## src/rtl/compute_s_pkg.sv

```systemverilog
// compute_s_pkg: shared IDCT state enumeration, constants and 8x8 coefficient table
// Table entry k*8+r holds C[k][r], 13-bit signed, scaled by 2048.
package compute_s_pkg;
  typedef enum logic [1:0] {IDLE, RUN, DONE} state_t;
  localparam int N_READS = 512;
  localparam int SHIFT = 16;
  localparam int PIX_MAX = 255;
  localparam logic signed [12:0] COEFF [64] = '{
     13'sd1448,  13'sd1448,  13'sd1448,  13'sd1448,  13'sd1448,  13'sd1448,  13'sd1448,  13'sd1448,
     13'sd2008,  13'sd1702,  13'sd1137,   13'sd399,  -13'sd399, -13'sd1137, -13'sd1702, -13'sd2008,
     13'sd1892,   13'sd783,  -13'sd783, -13'sd1892, -13'sd1892,  -13'sd783,   13'sd783,  13'sd1892,
     13'sd1702,  -13'sd399, -13'sd2008, -13'sd1137,  13'sd1137,  13'sd2008,   13'sd399, -13'sd1702,
     13'sd1448, -13'sd1448, -13'sd1448,  13'sd1448,  13'sd1448, -13'sd1448, -13'sd1448,  13'sd1448,
     13'sd1137, -13'sd2008,   13'sd399,  13'sd1702, -13'sd1702,  -13'sd399,  13'sd2008, -13'sd1137,
      13'sd783, -13'sd1892,  13'sd1892,  -13'sd783,  -13'sd783,  13'sd1892, -13'sd1892,   13'sd783,
      13'sd399, -13'sd1137,  13'sd1702, -13'sd2008,  13'sd2008, -13'sd1702,  13'sd1137,  -13'sd399
  };
endpackage

```

## src/rtl/compute_s_coeff_rom.sv

```systemverilog
// idct_coeff_rom: combinational C[k][r] lookup
// Ports: index = k*8+r (6 bits), coeff = signed 13-bit coefficient.
module idct_coeff_rom
  import compute_s_pkg::*;
(
  input  logic [5:0]         index,
  output logic signed [12:0] coeff
);
  assign coeff = COEFF[index];
endmodule

```

## src/rtl/compute_s.sv

```systemverilog
// compute_s: one 8x8 S block = clip(floor(C^T * T / 2^16)) written as packed pixel pairs
// Ports: clock/resetn (sync, active low); compute_s_start request; compute_s_finish done pulse;
// t_address/t_read_data T RAM read port (1-cycle latency); s_address/s_write_data/s_write_enable S RAM write port.
module compute_s
  import compute_s_pkg::*;
(
  input  logic               clock,
  input  logic               resetn,
  input  logic               compute_s_start,
  output logic               compute_s_finish,
  output logic [5:0]         t_address,
  input  logic signed [31:0] t_read_data,
  output logic [4:0]         s_address,
  output logic [15:0]        s_write_data,
  output logic               s_write_enable
);
  state_t state, state_n;
  logic [9:0] cnt;
  logic [5:0] rd;
  logic [8:0] ac;
  logic signed [12:0] coeff;
  logic signed [47:0] acc, prod, sum, shifted;
  logic [7:0] clip, s_even;
  logic acc_en;
  // cnt equals the cycle number of the coming edge; reads lead accumulation by two cycles
  assign rd = 6'(cnt - 10'd1);
  assign ac = 9'(cnt - 10'd3);
  assign acc_en = (state == RUN && cnt >= 10'd3) || (state == DONE && cnt <= 10'(N_READS + 2));
  idct_coeff_rom rom (.index({ac[2:0], ac[8:6]}), .coeff(coeff));
  always_comb begin
    prod = 48'(t_read_data) * 48'(coeff);
    sum = (ac[2:0] == 3'd0 ? 48'sd0 : acc) + prod;
    shifted = sum >>> SHIFT;
    clip = shifted < 0 ? 8'd0 : shifted > PIX_MAX ? 8'(PIX_MAX) : shifted[7:0];
  end
  always_comb
    state_n = state == IDLE ? (compute_s_start && !compute_s_finish ? RUN : IDLE) :
              state == RUN  ? (cnt == 10'(N_READS) ? DONE : RUN) :
                              (cnt == 10'(N_READS + 3) ? IDLE : DONE);
  always_ff @(posedge clock) begin
    if (!resetn) begin
      state <= IDLE;
      cnt <= '0;
      acc <= '0;
      s_even <= '0;
      t_address <= '0;
      s_address <= '0;
      s_write_data <= '0;
      s_write_enable <= 1'b0;
      compute_s_finish <= 1'b0;
    end else begin
      state <= state_n;
      cnt <= state == IDLE ? 10'd1 : cnt + 10'd1;
      compute_s_finish <= state == DONE && cnt == 10'(N_READS + 3);
      s_write_enable <= 1'b0;
      if (state == RUN) t_address <= {rd[2:0], rd[5:3]};
      if (acc_en) begin
        acc <= sum;
        if (ac[2:0] == 3'd7) begin
          if (ac[3]) begin
            s_write_enable <= 1'b1;
            s_address <= {ac[8:6], ac[5:4]};
            s_write_data <= {s_even, clip};
          end else begin
            s_even <= clip;
          end
        end
      end
    end
  end
endmodule
```

## config.mk

```make
export PLATFORM = sky130hd
export DESIGN_NAME = compute_s
export DESIGN_NICKNAME = d
export VERILOG_FILES = /design/src/rtl/compute_s_pkg.sv /design/src/rtl/compute_s_coeff_rom.sv /design/src/rtl/compute_s.sv
export SDC_FILE = /design/constraint.sdc
export NUM_CORES = 2
export LEC_CHECK = 0
export ABC_AREA = 0
export BUFFER_PORTS_ARGS = -buffer_cell sky130_fd_sc_hd__buf_2
export CORE_MARGIN = 5
export CORE_UTILIZATION = 25
export DETAILED_ROUTE_END_ITERATION = 8
export GPL_TIMING_DRIVEN = 1
export HOLD_SLACK_MARGIN = 0.02
export PLACE_DENSITY = 0.49
export SYNTH_ARGS = -nofsm -noshare
export SYNTH_HDL_FRONTEND = slang
export SYNTH_SLANG_ARGS = --single-unit
```

## constraint.sdc

```tcl
create_clock -name clock -period 10.9 [get_ports clock]
set_clock_uncertainty 0.15 [all_clocks]
set_input_delay 1.09 -clock clock [delete_from_list [all_inputs] [get_ports clock]]
set_output_delay 1.09 -clock clock [all_outputs]
set_load 0.02 [all_outputs]
```

Yosys cells after proc, flatten, opt, wreduce, memory -nomap -nowiden --
Memories as Yosys holds them, arrays and structs flattened. Index checks and enable logic that the tools add are counted.
Word-level totals: bits in registers 97, logic and storage cells 53, bits of input ports 35, ROM bits 832, memories 1
Memory list:
- (name not given) | depth 64, width 13, rd ports 1, clocked after Yosys merged registers in 0, write ports 0, RTL line compute_s_coeff_rom.sv:9 | assign coeff = COEFF[index];
Cells by class: add/subtract/negate cells 4, equality and inequality tests 5, bitwise logic cells 3, multipliers 1, muxes and demuxes 12, reductions and logical operators 12, magnitude comparators 5
Operators by type and width (number):
- $add A48 B45 Y48 | 1
- $mux W48 | 1
- $mul A32 B13 Y45 | 1
- $gt A32 B9 Y1 const B | 1
- $lt A32 B1 Y1 const B | 1
- $mux W13 | 2
- $eq A10 B10 Y1 const B | 2
- $mux W8 | 2
- $add A10 B1 Y10 const B | 1
- $ge A10 B2 Y1 const B | 1
- $le A10 B10 Y1 const B | 1
- $reduce_and A3 Y1 | 3
- $sub A9 B2 Y9 const B | 1
- $mux W2 | 4
- $ge A7 B7 Y1 const B | 1
- $not A6 Y7 | 1
- $sub A6 B1 Y6 const B | 1
- $logic_and A1 B1 Y1 | 4
- $eq A3 B3 Y1 const B | 1
- $logic_not A3 Y1 | 1
- $mux W1 | 3
- $eq A2 B1 Y1 const B | 1
- $eq A2 B2 Y1 const B | 1
- $logic_not A2 Y1 | 1
- other kinds (4) | 5

Longest topological paths before layout --
word-level depth 10, depth in mapped cells 41, depth with buffers taken out 36

Hierarchy --
A second synthesis with hierarchy kept.
Unflattened totals: cells, all modules 2542, area, all modules 22064.9 um^2
By module, submodules not included:
- compute_s | cells each 2375, area an instance 20967.6 um^2, seq. area each 1941.9 um^2, times used 1
- idct_coeff_rom | cells each 167, area an instance 1097.3 um^2, seq. area each 0.0 um^2, times used 1

Least setup slack after synthesis --
No wires, ideal clock.
path type flip-flop to flip-flop, start point register cnt[2], end point register s_even[6], clock period less this slack 9.663 ns, data required time 10.633 ns, buffers on the path 6, setup slack 1.237 ns, setup time 0.117 ns, data arrival time 9.396 ns, cell stages (with the launch flop) 37, cell sequence dfxtp_1 > buf_2 > or4_4 > buf_6 > nor3_1 > xor2_1 > ha_1 > clkbuf_1 > nor2_1 > a211oi_1 > a311oi_1 > a21oi_1 > o21ai_1 > clkbuf_1 > nand2_1 > fa_1 > inv_1 > fa_1 > fa_1 > fa_1 > fa_1 > inv_1 > fa_1 > inv_1 > ha_1 > clkbuf_1 > a21oi_1 > o21ai_0 > a221oi_2 > nand2_1 > o2111a_1 > or3_1 > a22oi_1 > and4_1 > buf_1 > nand4_1 > a22o_1
Between the ends: cells in the longest elaborated chain, start to end 10, elaborated cells between the ends (all ways) 21, classes of those cells add/sub: 2; mul: 1; order compare: 4; eq/ne: 1; mux: 5; bitwise: 2; reduce/logical: 5; memory: 1
RTL lines:
- start, declared | RTL line compute_s.sv:18 | logic [9:0] cnt;
- start signal, assigned | RTL line compute_s.sv:53 | cnt <= state == IDLE ? 10'd1 : cnt + 10'd1;
- $sub A9 B2 Y9 (*) | RTL line compute_s.sv:27 | assign ac = 9'(cnt - 10'd3);
- net ac[7] | RTL line compute_s.sv:20 | logic [8:0] ac;
- $not A6 Y7 (implied by the code) (*) | RTL line compute_s_coeff_rom.sv:9
- $mem_v2 Z64 W13 (*)
- $mux W13 (implied by the code) (*) (2 in a row) | RTL line compute_s_coeff_rom.sv:9
- $mul A32 B13 Y45 (*) | RTL line compute_s.sv:31 | prod = 48'(t_read_data) * 48'(coeff);
- $add A48 B45 Y48 (*) | RTL line compute_s.sv:32 | sum = (ac[2:0] == 3'd0 ? 48'sd0 : acc) + prod;
- $gt A32 B9 Y1 | RTL line compute_s.sv:34 | clip = shifted < 0 ? 8'd0 : shifted > PIX_MAX ? 8'(PIX_MAX) : shifted[7:0];
- $mux W8 | RTL line compute_s.sv:34
- $mux W8 (*) | RTL line compute_s.sv:34
- end signal, assigned | RTL line compute_s.sv:65 | s_even <= clip;
- end, declared | RTL line compute_s.sv:23 | logic [7:0] clip, s_even;
Mark *: on every way through the listed nets, which the timed path passes. The rest lies on a longest branch. The select of a mux whose other input is x is not followed. A chain may end at the register's enable or synchronous reset.

Worst setup path after layout --
start point register cnt[3], end point register s_even[6]
The elaborated chain is that of the path after synthesis.

==> results.json <==
{
  "gp_congestion": 0.892,
  "fp.dieW_um": 305,
  "cp-end-kind": "register",
  "drtAntennaViolNets": 0,
  "required_ns": 11.02,
  "core_area_mm2": 0.0866,
  "numPortBuffers": 63,
  "path_common_cell": "fa_1",
  "first_iter_violations": 918,
  "max_freq_mhz": 97.2,
  "setup_tns_ns": 0,
  "clock_sinks": 97,
  "synth-main-ff-cell": "dfxtp_1",
  "tightest_slew_ns": 0.844,
  "rr_worst_depth": 33,
  "overflow": 0,
  "cp_slowest_cell": "or4_4",
  "cts_root_buf": "clkbuf_16",
  "die_h_um": 305,
  "min_path_type": "register to register",
  "cts_tree": "yes",
  "diodes": 0,
  "vias": 16600,
  "fp.dieArea_mm2": 0.0931,
  "crit_arrival_ns": 10.41,
  "fin_nets": 3125,
  "crit-reg2reg-capture": "s_even[6]",
  "ff2ff_setup_slack_ns": 0.61,
  "drive_gt1_share_pct": 5.92,
  "met3_usage_pct": 1.44,
  "cp_max_fo": 32,
  "clkTransAtPathRegs_ns": 0.08,
  "gr-usage-met1_pct": 18.2,
  "vias_per_cell": 4.53,
  "synth_edf_count": 0,
  "syn_nets": 3163,
  "clockBufferDepth": 2,
  "criticalPathCategory": "register to register",
  "grt_pass1_wl_mm": 101,
  "status": "completed",
  "finalMaxSlewViolations": 0,
  "drtPass1Iterations": 5,
  "cts_max_level": 3,
  "hp-start": "acc[2]",
  "cap_viol_max_count": 0,
  "min_delay_path_depth": 2,
  "final_common_cell": "inv_1",
  "fillers": 9301,
  "yosys_warnings": 0,
  "max_slew_margin_pct": 43.7,
  "wl_mm": 60.4,
  "start_util_pct": 25.1,
  "finish.utilization_pct": 27.3,
  "grt_max_degree": 83,
  "remaining_drc_errors": 0,
  "grt_pass1_vias": 18000,
  "rows": 108,
  "async_flop_share_pct": 0,
  "grt_usage_pct": 13.2,
  "max_stage_delay_ns": 0.62,
  "wl_per_cell_um": 16.4,
  "hold_buffers": 0,
  "yosysUniqueCellTypes": 81,
  "io_pins": 64,
  "syn_avg_cell_area_um2": 8.53,
  "antenna_found_initial": 0,
  "critPathLaunchType": "register",
  "seq_area_frac_synth_pct": 8.92,
  "netlist_area_mm2": 0.0218,
  "syn_to_final_growth_pct": 8.51,
  "hold_end": "acc[2]",
  "hpwl_mm": 48.9,
  "mostFrequentLayoutCells": "inv_1, fa_1, nand2_1",
  "insertion_delay_ns": 0.37,
  "finalCriticalPeriod_ns": 10.29,
  "finalCritPeriodShare_pct": 94.4,
  "ys_seq_elements": 97,
  "busiest_layer": "met2",
  "setup_viol": 0,
  "use_met2_pct": 22.8,
  "rsz0062_at_grt": "no",
  "cts_buffers": 9,
  "finalHoldViolations": 0,
  "worstReg2RegStart": "cnt[3]",
  "netlist_instances": 2553
}
## area by class of cell
type,count,area (µm²),share of cell area [%]
Multi-Input combinational cell,1827,17500,74.1
Sequential cell,97,1940,8.22
Inverter,481,1810,7.64
Tap cell,1155,1450,6.12
Timing Repair Buffer,99,631,2.67
Clock buffer,9,225,0.953
Clock inverter,6,75.1,0.318
## cells in the mapped netlist (5+ instances only)
cell type    n  area [µm²]
a32o_1       8        80.1
a21boi_0    36         270
o21ai_0     64         320
ha_1       136        1700
a21o_1      11        82.6
a31oi_1      7        43.8
xnor2_1     32         280
and2_1     152         951
a22o_1      10        87.6
buf_2       18        90.1
a21oi_1     75         375
nand2_1    423        1590
a311oi_1     5        43.8
or3_1       10        62.6
nor3_1      24         120
and3_1       7        43.8
o31ai_1      7        52.6
nand4_1     24         150
o2111ai_1    5        43.8
inv_1      478        1790
o211a_1     19         190
fa_1       439        8790
nand3_1     23         115
a211oi_1    13        97.6
o21a_1      12        90.1
clkbuf_1   121         454
a22oi_1      5        37.5
nor3b_1      5        37.5
nor2_1      93         349
o21ai_1      5        25.0
buf_1        5        18.8
nor2b_1     61         382
dfxtp_1     97        1940
nand2b_1    13        81.3
o211ai_1    11        82.6
xor2_1      24         210
## kinds of logic after synthesis
| family | count (synthesis) | synth area share, % |
|---|---|---|
| and+or+nand+nor | 858 | 18.7 |
| buffers and inverters | 629 | 11.1 |
| adders and majority gates | 575 | 48.2 |
| AOI/OAI and AO/OA | 331 | 10.4 |
| DFF | 97 | 8.92 |
| xor gates and xnor gates | 56 | 2.25 |
| muxes | 7 | 0.391 |
## state kept, by name (all words and copies together), names as in the netlist
name and cells:
acc 48, cnt 10, compute_s_finish 1, s_address 5, s_even 8, s_write_data 16
s_write_enable 1, state 2, t_address 6
## worst max path at each step
stage	slack, ns	from	end
6_report	0.61	cnt[3]	s_even[6]
5_1_grt	0.02	cnt[3]	s_even[6]
4_1_cts	0.27	cnt[3]	s_even[6]
3_5_place_dp	0.33	cnt[3]	s_write_data[5]
3_3_place_gp	0.28	cnt[3]	s_even[6]
2_1_floorplan	1.24	cnt[2]	s_even[6]
## through the flow
step                      worst slack, ns  std cells  instance area, µm²  hold WS [ns]
final                               0.607       3674               23600         0.311
after global routing               0.0189       3674               23600         0.330
after CTS                           0.269       3673               23600         0.315
after detailed placement            0.325       3658               23300         0.305
after global placement              0.277       3658               23300         0.300
after floorplan                      1.24       2553               21800         0.286
## worst max-delay path, delay by kind of cell, from the launching register on
kind / cells / cell delay, ns
AND/OR/NAND/NOR: 9 / 2.53
adder cells (fa/ha/maj): 8 / 3.68
buffers and inverters: 6 / 0.69
flip-flops: 1 / 0.42
AO/OA/AOI/OAI: 10 / 2.73
## what timing repair did
action,in CTS,in global routing
setup buffers,0,1
hold endpoints to repair,0,0
endpoints found under the setup margin,0,17
gates resized for setup,0,7
## per-layer routing
layer | share of wire [%] | vias to the layer above
met5 | 0 | -
met4 | 1.5 | 0
met3 | 3.5 | 56
met2 | 48 | 298
met1 | 47 | 8497
li1 | - | 7784
Power is not shown: default switching activity piles up to over one toggle a cycle in this logic, so the estimate is an artifact.
